`src/rtl/wb_trace_buffer.sv`:
```
// wb_trace_buffer: first-word-fall-through trace FIFO of writeback register writes with cycle timestamps.
module wb_trace_buffer #(
  parameter int DEPTH  = 16,
  parameter int ADDR_W = 4,
  parameter int TS_W   = 16
) (
  input  logic              clk,
  input  logic              reset_n,
  input  logic              trace_en,
  input  logic              trace_clear,
  input  logic              RegWrite_WB,
  input  logic [4:0]        Write_register_WB,
  input  logic [31:0]       Write_data_WB,
  output logic              trace_valid,
  input  logic              trace_ready,
  output logic [4:0]        trace_reg,
  output logic [31:0]       trace_data,
  output logic [TS_W-1:0]   trace_ts,
  output logic [ADDR_W:0]   count,
  output logic              full,
  output logic [7:0]        overflow_cnt
);
  localparam int EW = 5 + 32 + TS_W;
  logic [EW-1:0]     mem [DEPTH];
  logic [EW-1:0]     head;
  logic [ADDR_W-1:0] wr_ptr, rd_ptr;
  logic [TS_W-1:0]   ts_cnt;
  logic              cap, pop, push, drop;
  always_comb begin
    cap  = trace_en & RegWrite_WB & (Write_register_WB != 5'd0);
    pop  = trace_valid & trace_ready;
    push = cap & (~full | pop);
    drop = cap & full & ~pop;
    head = mem[rd_ptr];
  end
  assign full        = count == (ADDR_W+1)'(DEPTH);
  assign trace_valid = count != '0;
  // Storage is never reset, so the head is masked to keep an empty FIFO reading as zero.
  assign {trace_reg, trace_data, trace_ts} = trace_valid ? head : '0;
  always_ff @(posedge clk)
    if (reset_n && !trace_clear && push) mem[wr_ptr] <= {Write_register_WB, Write_data_WB, ts_cnt};
  always_ff @(posedge clk) begin
    if (!reset_n) begin
      wr_ptr       <= '0;
      rd_ptr       <= '0;
      count        <= '0;
      ts_cnt       <= '0;
      overflow_cnt <= '0;
    end else begin
      ts_cnt <= ts_cnt + 1'b1;
      if (trace_clear) begin
        wr_ptr       <= '0;
        rd_ptr       <= '0;
        count        <= '0;
        overflow_cnt <= '0;
      end else begin
        if (push) wr_ptr <= wr_ptr + 1'b1;
        if (pop) rd_ptr <= rd_ptr + 1'b1;
        count <= count + (ADDR_W+1)'(push) - (ADDR_W+1)'(pop);
        if (drop && overflow_cnt != 8'hFF) overflow_cnt <= overflow_cnt + 8'd1;
      end
    end
  end
endmodule
```
`config.mk`:
```
export PLATFORM = sky130hd
export DESIGN_NAME = wb_trace_buffer
export DESIGN_NICKNAME = d
export VERILOG_FILES = /design/src/rtl/wb_trace_buffer.sv
export SDC_FILE = /design/constraint.sdc
export NUM_CORES = 1
export LEC_CHECK = 0
export BUFFER_PORTS_ARGS = -buffer_cell sky130_fd_sc_hd__buf_2
export CELL_PAD_IN_SITES_DETAIL_PLACEMENT = 1
export CELL_PAD_IN_SITES_GLOBAL_PLACEMENT = 1
export CORE_MARGIN = 1
export CORE_UTILIZATION = 30
export CTS_CLUSTER_DIAMETER = 120
export DETAILED_ROUTE_END_ITERATION = 16
export PLACE_DENSITY_LB_ADDON = 0.1
export SLEW_MARGIN = 30
export SYNTH_ARGS = -nofsm -noshare
export SYNTH_HDL_FRONTEND = slang
export SYNTH_SLANG_ARGS = --single-unit
```
`constraint.sdc`:
```
create_clock -name clk -period 9.1 [get_ports clk]
set_clock_uncertainty 0.1 [all_clocks]
set_input_delay 0.91 -clock clk [delete_from_list [all_inputs] [get_ports clk]]
set_output_delay 0.91 -clock clk [all_outputs]
set_load 0.03 [all_outputs]
```
==> run_results.csv <==
group,metric,value,unit
setup_path,endpoint,"trace_ts[4]",
synthesis,ys.flop_type,"edfxtp_1",
setup_path,path_class,"reg -> out",
synthesis,yosysTopAreaCellShare,0.7404,
setup_path,critPathMostFrequentCell,"a211oi_1",
sta,rsz0062_at_grt,"false",
synthesis,yosysMostFrequentCell,"edfxtp_1",
grt,grt_max_degree,127,
setup_path,reg2reg_from,"count[2]",
setup_path,crit_buf_inv,2,
synthesis,synth_top_area_cell,"edfxtp_1",
setup_path,crit_family,"compound AO/OA/AOI/OAI gates",
grt,gr-total-overflow,0,
sta,tightest_slew,1078,ps
synthesis,synth_async_sr_flop_share,0,
grt,grt.total_usage,0.1506,
sta,fin_crit,4924,ps
setup_path,cp_max_fo,79,
floorplanning,die_h,340.6,um
placement,dpl.hpwl,45610,um
synthesis,synth_edf_count,848,
drt,wirelength,86380,um
cells_and_area,final_util,0.3522,
drt,detail-route-antenna-nets,0,
cells_and_area,fillers,11015,
synthesis,synth_cells,1596,
clock_tree,clock_path_buffers,3,
drt,viasPerCell,4.881,
run_status,outcome,"finished, final reports clean",
setup_path,cp.depth,6,
setup_path,critPathSlowestCell,"a211oi_1",
placement,place_congestion,0.6843,
synthesis,ys_warn_count,0,
setup_path,reg2reg_slack,5380,ps
sta,setup_viol,0,
synthesis,syn-num-nets,1652,
sta,timing.setup.tns,0,ps
clock_tree,cts_setup_buffers,0,
cells_and_area,instances_no_fill,3333,
synthesis,netlist_area,0.03439,mm2
setup_path,crit_chain,"buf_12 -> mux4_2 -> nor2b_1 -> a211oi_1 -> a211oi_1 -> buf_2",
setup_path,start_kind,"flop",
sta,max_freq,203.1,MHz
cells_and_area,final-seq-area,0.02630,mm2
cells_and_area,fin_nets,1814,
synthesis,synth_area_per_cell,21.55,um2
grt,grt_pass1_vias,18035,
floorplanning,io-pin-count,111,
clock_tree,cts.clk_slew.worst_paths,60,ps
synthesis,synth-seq-cells,889,
clock_tree,cts_tree,"done",
cells_and_area,multi_input_area,0.007646,mm2
clock_tree,numCtsBuffers,101,
clock_tree,post_cts_resized,0,
drt,dr.first_iter.drc_count,935,
clock_tree,htreeDepth,3,
sta,maxSlewHeadroom,0.2772,
setup_path,crit_required,8090,ps
synthesis,synth_cell_types,48,
drt,first_pass_iters,5,
placement,dp_cells,3155,
floorplanning,die_w,340.6,um
pwr,peakVddDrop,0.2062,mV
floorplanning,rows,123,
setup_path,endpoint_kind,"output pin",
floorplanning,dieArea,0.1160,mm2
synthesis,ys_top_cells_by_area,"edfxtp_1 74%, mux4_2 14%, dfxtp_1 2.4%",
hold_path,hp-class,"reg -> reg",
clock_tree,hold_buffers,0,
clock_tree,clk_latency,660,ps
run,maxCapViolations,0,
sta,slew_violations,0,
cells_and_area,drive_gt1_frac,0.2817,
setup_path,r2r_cells,8,
setup_path,crit_arrival,3910,ps
cells_and_area,syn_to_final_growth,15.83,%
sta,hold_violations,0,
clock_tree,cts_root_buf,"clkbuf_16",
pwr,power,9.804,mW
pwr,power_density,246.1,mW/mm2
floorplanning,coreArea,0.1131,mm2
floorplanning,start_util,0.3041,
setup_path,r2r_end,"mem[6][23]",
placement,io_buffers,110,
drt,drc_errors,0,
drt,detail_route.wl_per_cell,25.92,um
synthesis,synth_common_cells,"848 x edfxtp_1, 212 x mux4_2, 84 x a211oi_1, 49 x mux2i_1, 46 x clkbuf_1",
sta,period_share,0.5411,
grt,grt_pass1_wl,126800,um
synthesis,ys_seq_area_frac,0.7643,
clock_tree,clock_sinks,889,
grt,antenna_found_initial,7,
drt,vias,16270,
pwr,p_leak,12.18,nW
setup_path,slowest_delay,920,ps
==> cell type report <==
type | count | area share
antenna | 1 | 0.00006282
clock buffer | 131 | 0.06888
clock inverter | 46 | 0.007161
inverter | 15 | 0.001413
multi-input combinational | 602 | 0.1919
sequential | 889 | 0.6602
tap | 1500 | 0.04711
timing repair buffer | 149 | 0.02321
==> worst min-delay path by stage <==
stage                     from         endpoint  slack (ps)  cells after the start
2_1_floorplan        rd_ptr[1]             flop         360                      2
5_1_grt        overflow_cnt[6]  overflow_cnt[6]         440                      2
3_3_place_gp   overflow_cnt[6]  overflow_cnt[6]         380                      2
4_1_cts        overflow_cnt[6]  overflow_cnt[6]         420                      2
6_report       overflow_cnt[6]  overflow_cnt[6]         420                      2
3_5_place_dp   overflow_cnt[6]  overflow_cnt[6]         410                      2
==> kinds of logic (layout without fill, tap and decap cells) <==
group,count (synthesis),count (layout),share of synthesized area
mux,261,261,0.1531
simple gates,179,179,0.02852
fa+ha+maj,13,13,0.004948
buf+inv,105,341,0.01673
xor+xnor,16,16,0.004074
other cells,0,1,0
flops,889,889,0.7643
compound gates,133,133,0.02838
==> worst register-to-register path, stage by stage (launching register included) <==
cell and delay [ps]:
dfxtp_1 370, inv_1 80, ha_1 210, and4bb_2 250, nand2b_1 300, nand2_1 560
nor3_2 320, buf_4 440, buf_4 700
==> sequential cells by signal, summed over array words and instances (netlist names), named ones only <==
signal        count
mem             848
rd_ptr            4
count             5
wr_ptr            4
ts_cnt           16
overflow_cnt      8
==> placed cells by master, fill, tap and decap left out, types with 10 or more instances in the layout <==
master,Yosys,final
clkinv_2,0,14
nor2_1,12,12
clkinv_1,0,25
edfxtp_1,848,848
buf_2,15,110
inv_1,14,14
nand2_1,36,36
nand3_1,16,16
clkbuf_1,46,23
a22oi_1,20,20
dfxtp_1,41,37
buf_4,12,29
mux2i_1,49,49
clkbuf_16,0,104
and2_1,14,14
a211oi_1,84,84
xor2_1,10,10
ha_1,12,12
nor2b_1,45,45
mux4_2,212,212
==> power breakdown <==
| group | leakage [nW] | switching [mW] | total [mW] | internal [mW] |
|---|---|---|---|---|
| clock network | 1.49 | 1.59 | 3.75 | 2.16 |
| logic | 2.67 | 1.04 | 1.54 | 0.501 |
| registers | 8.02 | 0.0343 | 4.52 | 4.48 |
| total | 12.2 | 2.66 | 9.80 | 7.15 |
==> metrics by stage <==
| step | setup WS [ps] | cell area (um2) | hold slack, ps |
|---|---|---|---|
| finish | 4176 | 39840 | 421.9 |
| CTS | 4107 | 39830 | 419.9 |
| global placement | 4546 | 36750 | 384.9 |
| detailed placement | 4530 | 36800 | 408.9 |
| global route | 3951 | 39830 | 439.6 |
| floorplan | 1654 | 34390 | 362.9 |
==> routing by layer <==
layer / GRT usage / part of all wire / wire, um
met5: 0 / 0.00015 / 13
met4: 0.04167 / 0.019 / 1663
met3: 0.02367 / 0.035 / 3042
met2: 0.2480 / 0.49 / 42130
met1: 0.2066 / 0.46 / 39530
Power figures use the tool's default switching activity.
